===== src/rtl/muldiv_pkg.sv =====
// muldiv_pkg
// Shared definitions for the multiply/divide unit: operation encodings used
// by the decoder and the unit, the controller state type, and small decode
// helpers so the unit and its users classify ops the same way.
// Optional feature macro: MULDIV_MADD_EN (multiply-accumulate ops), consumed
// by muldiv_unit; the encodings below exist in every build.
package muldiv_pkg;

    localparam logic [3:0] OP_MULT  = 4'd0;
    localparam logic [3:0] OP_MULTU = 4'd1;
    localparam logic [3:0] OP_DIV   = 4'd2;
    localparam logic [3:0] OP_DIVU  = 4'd3;
    localparam logic [3:0] OP_MTHI  = 4'd4;
    localparam logic [3:0] OP_MTLO  = 4'd5;
    localparam logic [3:0] OP_MADD  = 4'd8;
    localparam logic [3:0] OP_MADDU = 4'd9;
    localparam logic [3:0] OP_MSUB  = 4'd10;
    localparam logic [3:0] OP_MSUBU = 4'd11;

    typedef enum logic [1:0] {
        IDLE = 2'd0,
        CALC = 2'd1,
        FIX  = 2'd2
    } state_t;

    // Plain multiply/divide ops that always run through the iterative core.
    function automatic logic is_base_op(input logic [3:0] o);
        return (o == OP_MULT) || (o == OP_MULTU) || (o == OP_DIV) || (o == OP_DIVU);
    endfunction

    // Multiply-accumulate family (only honoured when the feature is built in).
    function automatic logic is_madd_op(input logic [3:0] o);
        return (o == OP_MADD) || (o == OP_MADDU) || (o == OP_MSUB) || (o == OP_MSUBU);
    endfunction

    function automatic logic is_msub_op(input logic [3:0] o);
        return (o == OP_MSUB) || (o == OP_MSUBU);
    endfunction

    function automatic logic is_div_op(input logic [3:0] o);
        return (o == OP_DIV) || (o == OP_DIVU);
    endfunction

    // Ops whose operands are two's complement and need a sign fix-up.
    function automatic logic is_signed_op(input logic [3:0] o);
        return (o == OP_MULT) || (o == OP_DIV) || (o == OP_MADD) || (o == OP_MSUB);
    endfunction

endpackage


===== src/rtl/muldiv_step.sv =====
// muldiv_step
// One radix-2 iteration of the multiply/divide core, purely combinational.
// Operates on unsigned magnitudes held in a {hi, lo} register pair.
//   mode   in  0 = shift-add multiply, 1 = restoring shift-subtract divide
//   hi_in  in  partial product high half / partial remainder
//   lo_in  in  multiplier bits still to consume / dividend bits + quotient
//   opnd   in  multiplicand (multiply) or divisor (divide)
//   hi_out out next high half
//   lo_out out next low half
module muldiv_step #(
    parameter int WIDTH = 32
) (
    input  logic             mode,
    input  logic [WIDTH-1:0] hi_in,
    input  logic [WIDTH-1:0] lo_in,
    input  logic [WIDTH-1:0] opnd,
    output logic [WIDTH-1:0] hi_out,
    output logic [WIDTH-1:0] lo_out
);

    logic [WIDTH:0]   sum;
    logic [WIDTH:0]   shifted;
    logic [WIDTH-1:0] diff;

    // Multiply: add the multiplicand when the current multiplier bit is set,
    // then shift the whole pair right, letting the carry enter the top.
    // Divide: shift the pair left by one, try subtracting the divisor from
    // the widened partial remainder, keep the result only if it fits and
    // record the outcome as the next quotient bit. The difference can be
    // kept at WIDTH bits because a successful subtract is below the divisor.
    always_comb begin
        sum     = {1'b0, hi_in} + (lo_in[0] ? {1'b0, opnd} : {(WIDTH+1){1'b0}});
        shifted = {hi_in, lo_in[WIDTH-1]};
        diff    = shifted[WIDTH-1:0] - opnd;
        hi_out  = sum[WIDTH:1];
        lo_out  = {sum[0], lo_in[WIDTH-1:1]};
        if (mode) begin
            if (shifted >= {1'b0, opnd}) begin
                hi_out = diff;
                lo_out = {lo_in[WIDTH-2:0], 1'b1};
            end else begin
                hi_out = shifted[WIDTH-1:0];
                lo_out = {lo_in[WIDTH-2:0], 1'b0};
            end
        end
    end

endmodule


===== src/rtl/muldiv_unit.sv =====
// muldiv_unit
// Iterative multiply/divide unit with the architectural HI/LO registers.
// MULT/MULTU/DIV/DIVU run for WIDTH+1 cycles under start/busy/done;
// MTHI/MTLO write HI/LO in the cycle start is seen.
// Optional feature macro: MULDIV_MADD_EN adds MADD/MADDU/MSUB/MSUBU, which
// accumulate the product into {HI,LO}; without it those encodings are ignored.
// Ports:
//   clk         in  clock
//   reset       in  synchronous active-high reset
//   start       in  launch op when idle
//   op          in  operation encoding (muldiv_pkg)
//   opr_a       in  rs: dividend / multiplicand / MTHI, MTLO source
//   opr_b       in  rt: divisor / multiplier
//   busy        out operation in flight
//   done        out one-cycle pulse, HI/LO updated this cycle
//   hi_rdata    out HI register
//   lo_rdata    out LO register
//   div_by_zero out sticky zero-divisor flag, cleared by the next start
module muldiv_unit
    import muldiv_pkg::*;
#(
    parameter int WIDTH = 32,
    parameter int CNT_W = $clog2(WIDTH + 1)
) (
    input  logic             clk,
    input  logic             reset,
    input  logic             start,
    input  logic [3:0]       op,
    input  logic [WIDTH-1:0] opr_a,
    input  logic [WIDTH-1:0] opr_b,
    output logic             busy,
    output logic             done,
    output logic [WIDTH-1:0] hi_rdata,
    output logic [WIDTH-1:0] lo_rdata,
    output logic             div_by_zero
);

`ifdef MULDIV_MADD_EN
    localparam bit MADD_EN = 1'b1;
`else
    localparam bit MADD_EN = 1'b0;
`endif

    state_t             state;
    state_t             next_state;
    logic [CNT_W-1:0]   cnt;
    logic [3:0]         op_q;
    logic [WIDTH-1:0]   acc_hi;
    logic [WIDTH-1:0]   acc_lo;
    logic [WIDTH-1:0]   opnd;
    logic [WIDTH-1:0]   a_raw;
    logic [WIDTH-1:0]   hi_q;
    logic [WIDTH-1:0]   lo_q;
    logic               neg_res;
    logic               neg_rem;
    logic               zero_div;
    logic               done_q;
    logic               dbz_q;

    logic               long_op;
    logic               move_op;
    logic               accept;
    logic               in_signed;
    logic               in_div;
    logic               sign_a;
    logic               sign_b;
    logic [WIDTH-1:0]   abs_a;
    logic [WIDTH-1:0]   abs_b;
    logic [WIDTH-1:0]   step_hi;
    logic [WIDTH-1:0]   step_lo;
    logic [WIDTH-1:0]   fix_hi;
    logic [WIDTH-1:0]   fix_lo;
    logic [2*WIDTH-1:0] prod_mag;
    logic [2*WIDTH-1:0] prod_signed;
    logic [2*WIDTH-1:0] hilo_old;
    logic [2*WIDTH-1:0] madd_sum;

    assign long_op   = is_base_op(op) || (MADD_EN && is_madd_op(op));
    assign move_op   = (op == OP_MTHI) || (op == OP_MTLO);
    assign accept    = start && (state == IDLE) && (long_op || move_op);
    assign in_signed = is_signed_op(op);
    assign in_div    = is_div_op(op);
    assign sign_a    = in_signed && opr_a[WIDTH-1];
    assign sign_b    = in_signed && opr_b[WIDTH-1];
    assign abs_a     = sign_a ? -opr_a : opr_a;
    assign abs_b     = sign_b ? -opr_b : opr_b;

    assign busy        = (state != IDLE);
    assign done        = done_q;
    assign hi_rdata    = hi_q;
    assign lo_rdata    = lo_q;
    assign div_by_zero = dbz_q;

    muldiv_step #(
        .WIDTH (WIDTH)
    ) u_step (
        .mode   (is_div_op(op_q)),
        .hi_in  (acc_hi),
        .lo_in  (acc_lo),
        .opnd   (opnd),
        .hi_out (step_hi),
        .lo_out (step_lo)
    );

    // Controller state register; reset aborts whatever is in flight.
    always_ff @(posedge clk) begin
        if (reset) begin
            state <= IDLE;
        end else begin
            state <= next_state;
        end
    end

    // Next-state: a recognised multi-cycle op leaves IDLE, the iteration
    // phase ends on the last counted step, and the sign fix-up takes one cycle.
    always_comb begin
        next_state = state;
        case (state)
            IDLE: if (start && long_op) next_state = CALC;
            CALC: if (cnt == CNT_W'(1)) next_state = FIX;
            FIX:  next_state = IDLE;
            default: next_state = IDLE;
        endcase
    end

    // Sign fix-up of the unsigned core result. The product is negated as a
    // whole 2*WIDTH value; for divide the quotient follows the operand signs
    // and the remainder follows the dividend. A zero divisor bypasses the
    // core result with the raw dividend and an all-ones quotient. Accumulate
    // ops fold the signed product into the current {HI,LO}, wrapping freely.
    always_comb begin
        prod_mag    = {acc_hi, acc_lo};
        prod_signed = neg_res ? -prod_mag : prod_mag;
        hilo_old    = {hi_q, lo_q};
        madd_sum    = hilo_old + prod_signed;
        fix_hi      = prod_signed[2*WIDTH-1:WIDTH];
        fix_lo      = prod_signed[WIDTH-1:0];
        if (is_div_op(op_q)) begin
            if (zero_div) begin
                fix_hi = a_raw;
                fix_lo = '1;
            end else begin
                fix_hi = neg_rem ? -acc_hi : acc_hi;
                fix_lo = neg_res ? -acc_lo : acc_lo;
            end
        end else if (MADD_EN && is_madd_op(op_q)) begin
            if (is_msub_op(op_q)) begin
                madd_sum = hilo_old - prod_signed;
            end
            fix_hi = madd_sum[2*WIDTH-1:WIDTH];
            fix_lo = madd_sum[WIDTH-1:0];
        end
    end

    // Datapath registers. In IDLE an accepted start either writes HI/LO
    // directly (moves) or captures magnitudes and signs for the core; the
    // divide places the dividend in the low half so it shifts into the
    // remainder, the multiply places the multiplier there so its bits are
    // consumed LSB first. HI/LO change only at the end of FIX, so a reset
    // mid-operation can never leave a partial result behind.
    always_ff @(posedge clk) begin
        if (reset) begin
            cnt      <= '0;
            op_q     <= '0;
            acc_hi   <= '0;
            acc_lo   <= '0;
            opnd     <= '0;
            a_raw    <= '0;
            hi_q     <= '0;
            lo_q     <= '0;
            neg_res  <= 1'b0;
            neg_rem  <= 1'b0;
            zero_div <= 1'b0;
            done_q   <= 1'b0;
            dbz_q    <= 1'b0;
        end else begin
            done_q <= 1'b0;
            case (state)
                IDLE: begin
                    if (accept) begin
                        dbz_q <= 1'b0;
                        if (op == OP_MTHI) begin
                            hi_q <= opr_a;
                        end else if (op == OP_MTLO) begin
                            lo_q <= opr_a;
                        end else begin
                            op_q     <= op;
                            cnt      <= CNT_W'(WIDTH);
                            acc_hi   <= '0;
                            acc_lo   <= in_div ? abs_a : abs_b;
                            opnd     <= in_div ? abs_b : abs_a;
                            a_raw    <= opr_a;
                            neg_res  <= sign_a ^ sign_b;
                            neg_rem  <= sign_a;
                            zero_div <= in_div && (opr_b == '0);
                        end
                    end
                end
                CALC: begin
                    acc_hi <= step_hi;
                    acc_lo <= step_lo;
                    cnt    <= cnt - CNT_W'(1);
                end
                FIX: begin
                    hi_q   <= fix_hi;
                    lo_q   <= fix_lo;
                    done_q <= 1'b1;
                    dbz_q  <= zero_div;
                end
                default: ;
            endcase
        end
    end

endmodule


===== config.mk =====
export PLATFORM = sky130hd
export DESIGN_NAME = muldiv_unit
export DESIGN_NICKNAME = d
export VERILOG_FILES = /design/src/rtl/muldiv_pkg.sv /design/src/rtl/muldiv_step.sv /design/src/rtl/muldiv_unit.sv
export SDC_FILE = /design/constraint.sdc
export NUM_CORES = 1
export LEC_CHECK = 0
export BUFFER_PORTS_ARGS = -buffer_cell sky130_fd_sc_hd__buf_2
export CAP_MARGIN = 20
export CORE_MARGIN = 2
export CORE_UTILIZATION = 45
export DETAILED_ROUTE_END_ITERATION = 12
export GPL_ROUTABILITY_DRIVEN = 1
export GPL_TIMING_DRIVEN = 0
export PLACE_DENSITY = 0.67
export SLEW_MARGIN = 20
export SYNTH_ARGS = -nofsm -noshare
export SYNTH_HDL_FRONTEND = slang
export SYNTH_HIERARCHICAL = 1
export SYNTH_SLANG_ARGS = --single-unit
export TNS_END_PERCENT = 10

===== constraint.sdc =====
create_clock -name clk -period 4.45 [get_ports clk]
set_input_delay 0.6675 -clock clk [delete_from_list [all_inputs] [get_ports clk]]
set_output_delay 0.6675 -clock clk [all_outputs]
set_load 0.01 [all_outputs]

==> impl_summary.log, run 1 <==
[metrics] maximum clock insertion buffer count: 3
[metrics] height of the die: 199.4 um
[metrics] HPWL Detailed: 65140 um
[metrics] end point of the worst hold path: a_raw[4]
[metrics] type of element launching the critical path: flop
[metrics] overall fraction of global-route tracks in use: 41.34%
[metrics] total global routing overflow: 0
[metrics] initial antenna violation count: 3
[metrics] total number of vias: 19500
[metrics] number of remaining DRC errors: 0
[metrics] hold buffer count at CTS: 0
[metrics] Synth Flop Type: dfxtp_1
[metrics] Worst-Skew Late Latency: 580 ps
[metrics] xor/xnor cell area share of the yosys netlist: 9.737%
[metrics] fin cells: 3017
[metrics] fin util: 51.39%
[metrics] highest clock rate: 228.7 MHz
[metrics] final layout net count: 2627
[metrics] total wire length: 83270 um
[metrics] clock transition at the registers of the reported paths: 60 ps
[metrics] placed cell count: 2968
[metrics] sequential element share of the synthesized area: 24.24%
[metrics] starting density of the core: 45.61%
[metrics] terminus of the critical flop-to-flop path: acc_lo[0]
[metrics] buffer cell driving the clock tree root: clkbuf_16
[metrics] fraction of synthesized area in multiplexers: 5.113%
[metrics] arrival time of data at the critical path endpoint: 4790 ps
[metrics] number of cell instances on the worst register-to-register path: 9
[metrics] number of global-route vias before repair: 18430
[metrics] Layout area overhead: 12.66%
[metrics] wire length of the first global-routing pass: 119900 um
[metrics] Post-synth EDFFs: 0
[metrics] Die Wd: 199.4 um
[metrics] R2R Path Start: op_q[1]
[metrics] combined area of all synthesized cells: 17180 sq um
[metrics] unrepaired setup endpoints after global routing: false
[metrics] Worst Clk Skew: 34.16 ps
[metrics] Worst Path Required: 4870 ps
[metrics] smallest hold slack: 456.6 ps
[metrics] number of clock sinks: 208
[metrics] count of nets left with antenna violations after detail routing: 0
[metrics] setup violators final: 0
[metrics] Post-Syn Area per Cell: 7.361 sq um
[metrics] post-synthesis async set-or-reset flop share: 0%
[metrics] Fin. Hold Viols: 0
[metrics] area fraction in compound gates after synthesis: 27.34%
[metrics] cell count after synthesis: 2334
[metrics] most common library cell in the layout ignoring fill and taps: nand2_1
[metrics] leakage power summed over all cells: 7.654 nW
[metrics] I/O pin cnt: 138
[metrics] dpl ws: -457.3 ps
[metrics] Detailed Route Iter0 Violations: 2134
[metrics] class of the tightest hold or removal check: flop to flop
[metrics] final critical path time including I/O delays and setup: 4373 ps
[metrics] total of buffers placed on input and output ports: 123
[metrics] placeable core area: 37670 sq um
[metrics] final routed wire length divided by cell count: 27.60 um
[metrics] final max-slew violation count: 0
[metrics] crit-path max FO: 23
[metrics] final period utilization: 98.27%
[metrics] Max IR drop VDD: 244.8 uV
[metrics] number of placement rows: 71
[metrics] number of detailed-routing iterations run before antenna repair: 6
[metrics] Die Footprint: 39760 sq um
[metrics] H-tree level count: 1
[metrics] weighted congestion at the end of routability-driven global placement: 1.054
[metrics] Vias/cell: 6.464
[metrics] adder and majority gate portion of the synthesized area: 5.331%
[metrics] worst-margin pin slew: 1181 ps
[metrics] TritonCTS buffer count: 26
[metrics] Post-Synth Simple-Gate Area: 22.48%
[metrics] net count of the mapped netlist: 2477
[metrics] Max-Cap Viols: 0
[metrics] worst setup slack for register-to-register paths: 80 ps
[metrics] Setup Crit Path Kind: flop to flop
[metrics] maximum number of pins on one net before global-route repair: 24
[metrics] startpoint of the tightest hold check path: a_raw[4]
[metrics] flip-flop and latch count after synthesis: 208
[metrics] CTS tree: done
[metrics] most frequent cells in the layout: 305 x nand2_1, 207 x dfxtp_1, 202 x nor2_1
[metrics] ratio of cells with drive above 1 in the final layout: 11.31%
[metrics] CP endpoint kind: flop
[metrics] Worst slew margin: 20.95%
[metrics] Hold Crit Depth: 2
[metrics] Final Worst Setup Slack: 77.10 ps
[metrics] count of distinct cell types in the synthesized netlist: 87
[metrics] Synth warnings: 6
[metrics] combinational family with the most area after synthesis: compound AO/OA/AOI/OAI gates
[metrics] status: finished clean
[metrics] PwrDens: 288.5 nW/um^2
## state kept, by name (all words and copies together), names as in the netlist, 2 cells and up
| name | count |
|---|---|
| a_raw | 32 |
| acc_hi | 32 |
| acc_lo | 32 |
| hi_rdata | 32 |
| lo_rdata | 32 |
| opnd | 32 |
| cnt | 6 |
| op_q | 3 |
| state | 2 |
## how the worst max path moves through the flow
stage / start / endpoint / slack, ps / cells past startpoint
floorplan: acc_lo[0] / acc_hi[29] / 1360 / 15
global placement: op_q[1] / acc_lo[0] / -330 / 10
detailed placement: op_q[1] / acc_lo[0] / -460 / 10
CTS: acc_lo[0] / acc_hi[31] / 230 / 15
global route: op_q[1] / acc_lo[0] / 30 / 9
finish: op_q[1] / acc_lo[0] / 80 / 9
## worst max-delay path: stages (launching register included)
cell,delay (ps)
dfxtp_1,380
or3b_2,490
inv_1,290
clkbuf_1,570
clkdlybuf4s15_2,780
clkbuf_1,570
clkbuf_1,520
a21oi_1,220
o211ai_1,260
a21oi_1,100
## cell usage after synthesis, drive strengths merged (45+ instances only)
library cell	instances	share of area, %
xor2	95	4.8
nor3	59	1.7
a22oi	47	2.1
dfxtp	208	24
nor2	203	4.4
a21oi	198	5.8
nand2	306	6.7
o21ai	147	4.3
inv	66	1.4
xnor2	96	4.9
mux2i	45	2.6
ha	70	5.1
clkbuf	152	3.3
## repair_timing
item	4_1_cts	5_1_grt
setup buffers	0	0
resized for setup	3	2
pin swaps	0	0
endpoints found under the setup margin	23	3
## final cells by class
class	count	area, sq um
antenna	3	7.507
buffer	182	748.2
clock buffer	31	709.4
clock inverter	16	182.7
fill	3852	18310
inverter	66	247.7
multi-input combinational	1877	12040
sequential	208	4165
tap	511	639.4
timing repair buffer	123	615.6
## per-layer routing
layer / up-vias / global-route usage [%] / share of wire (%)
met2: 1131 / 65.38 / 44
met1: 9292 / 52.38 / 40
met5: - / 2.427 / 0.16
met3: 294 / 8.236 / 10
met4: 2 / 23.29 / 6.6
li1: 8782 / - / -
## per-stage QoR
stage / total power, mW / setup TNS (ps) / instance area, sq um
6_report: 5.584 / 0 / 19360
2_1_floorplan: 2.835 / 0 / 17180
3_3_place_gp: 3.314 / -2038 / 18440
3_5_place_dp: 3.326 / -3759 / 18450
4_1_cts: 5.531 / 0 / 19340
5_1_grt: 5.727 / 0 / 19350
## cell families after synthesis
family                   Yosys count
adder cells (fa/ha/maj)           72
buffers and inverters            249
AO/OA/AOI/OAI                    718
XOR/XNOR                         191
flip-flops                       208
AND/OR/NAND/NOR                  813
multiplexers                      83
## where the power goes
group	total (mW)	switching (mW)	leakage (nW)	internal, mW
Sequential	2.04	0.116	1.69	1.93
Combinational	1.30	0.873	5.53	0.428
Clock	2.24	0.925	0.434	1.31
Note: power is estimated with default switching activity, not from simulation.
==> run 2, diff against run 1 <==
Settings changed: PLACE_DENSITY 0.67 to 0.69, REMOVE_ABC_BUFFERS set to 1.
Clock period 4.45 ns to 3.8 ns, I/O delays scaled along.
==> impl_summary.log, run 2 (same netlist as run 1, synthesis figures left out) <==
[metrics] dpl ws: -438.2 ps
[metrics] TritonCTS buffer count: 26
[metrics] height of the die: 199.4 um
[metrics] buffer cell driving the clock tree root: clkbuf_16
[metrics] leakage power summed over all cells: 7.619 nW
[metrics] fin util: 50.82%
[metrics] arrival time of data at the critical path endpoint: 4040 ps
[metrics] fill count: 3753
[metrics] count of nets left with antenna violations after detail routing: 0
[metrics] Die Wd: 199.4 um
[metrics] I/O pin cnt: 138
[metrics] CP endpoint kind: flop
[metrics] Worst-Skew Late Latency: 550 ps
[metrics] Final Worst Setup Slack: 175.7 ps
[metrics] total power after layout: 6.434 mW
[metrics] placeable core area: 37670 sq um
[metrics] HPWL Detailed: 48460 um
[metrics] initial antenna violation count: 0
[metrics] final critical path time including I/O delays and setup: 3624 ps
[metrics] Worst Clk Skew: 13.17 ps
[metrics] final routed wire length divided by cell count: 23.15 um
[metrics] Total Neg Setup Slack: 0 ps
[metrics] ratio of cells with drive above 1 in the final layout: 13.67%
[metrics] Max IR drop VDD: 338.0 uV
[metrics] total global routing overflow: 0
[metrics] total number of vias: 18690
[metrics] wire length of the first global-routing pass: 100700 um
[metrics] H-tree level count: 1
[metrics] number of remaining DRC errors: 0
[metrics] Fin. Hold Viols: 0
[metrics] maximum number of pins on one net before global-route repair: 120
[metrics] Vias/cell: 6.507
[metrics] Layout area overhead: 11.43%
[metrics] unrepaired setup endpoints after global routing: true
[metrics] Max-Cap Viols: 0
[metrics] highest clock rate: 275.9 MHz
[metrics] final period utilization: 95.38%
[metrics] final max-slew violation count: 0
[metrics] Setup Crit Path Kind: flop to flop
[metrics] smallest hold slack: 343.5 ps
[metrics] PwrDens: 336.1 nW/um^2
[metrics] total wire length: 66520 um
[metrics] starting density of the core: 45.61%
[metrics] number of clock sinks: 208
[metrics] placed cell count: 2819
[metrics] number of detailed-routing iterations run before antenna repair: 8
[metrics] final layout net count: 2486
[metrics] fin cells: 2873
[metrics] Die Footprint: 39760 sq um
[metrics] CTS tree: done
[metrics] type of element launching the critical path: flop
[metrics] most common library cell in the layout ignoring fill and taps: nand2_1
[metrics] maximum clock insertion buffer count: 3
[metrics] n_diodes: 0
[metrics] setup violators final: 0
[metrics] number of placement rows: 71
[metrics] crit-path max FO: 20
[metrics] worst-margin pin slew: 1056 ps
[metrics] number of global-route vias before repair: 17120
[metrics] clock transition at the registers of the reported paths: 60 ps
[metrics] hold buffer count at CTS: 0
[metrics] weighted congestion at the end of routability-driven global placement: 0.9727
[metrics] Worst Path Required: 4210 ps
[metrics] Placed Instance Area: 18170 sq um
[metrics] Detailed Route Iter0 Violations: 2139
[metrics] class of the tightest hold or removal check: input pin to flop
[metrics] total of buffers placed on input and output ports: 137
[metrics] most frequent cells in the layout: 303 x nand2_1, 202 x dfxtp_1, 198 x nor2_1
[metrics] overall fraction of global-route tracks in use: 32.62%
[metrics] Worst slew margin: 29.33%
[metrics] final std cell area, no fill: 19140 sq um
[metrics] status: finished clean
## run 2: cell count changes in the layout (fill, tap and decap cells not counted), moves of 4 or more
cell | before | now
clkbuf_1 | 148 | 4
buf_1 | 11 | 0
buf_4 | 4 | 12
buf_16 | 0 | 5
dfxtp_1 | 207 | 202
buf_2 | 135 | 139
clkbuf_2 | 4 | 0
nor2_1 | 202 | 198
## run 2: power by group
group	total, mW	switching [mW]	internal (mW)
clock network	2.62	1.08	1.54
registers	2.38	0.124	2.26
logic	1.43	0.922	0.510
total	6.43	2.12	4.31
## run 2: worst max-delay path, stage by stage (launching register included)
cell and delay [ps]:
dfxtp_2 400, ha_1 530, nand4_1 330, nor4_2 460, a31oi_1 140, a31oi_1 360, nor2_1 140, o31ai_4 90
buf_6 220, buf_6 210, mux2i_1 260, o21ai_0 100, a22oi_1 170, nor2_1 50
## run 2: repair_timing
action | 4_1_cts | 5_1_grt
resized for setup | 2 | 9
buffers inserted | 7 | 0
pin swaps | 3 | 0
cloned | 0 | 0
endpoints found under the setup margin | 45 | 16
## run 2: final cells by class
type / instances / area [sq um] / share of cell area, %
multi-input cells: 1877 / 12150 / 63.47
flip-flops and latches: 208 / 4177 / 21.82
clock buffers: 33 / 718.2 / 3.752
well taps: 511 / 639.4 / 3.340
clock inverters: 14 / 163.9 / 0.8562
inverters: 66 / 252.7 / 1.320
repair buffers: 164 / 1042 / 5.444
## run 2: final timing paths
check | from | to | slack (ps) | depth (start not counted)
setup / recovery | acc_hi[10] | acc_hi[6] | 180 | 13
hold / removal | opr_a[29] | a_raw[29] | 340 | 3
setup reg to reg | acc_hi[10] | acc_hi[6] | 180 | 13
hold reg to reg | lo_rdata[29] | lo_rdata[29] | 450 | 2
## run 2: routing by layer
metal	up-vias	part of all wire, %	global-route usage, %
met3	180	10	5.367
li1	8489	-	-
met1	8948	41	44.19
met2	1077	44	51.17
met4	0	4.4	14.05
met5	-	0	0
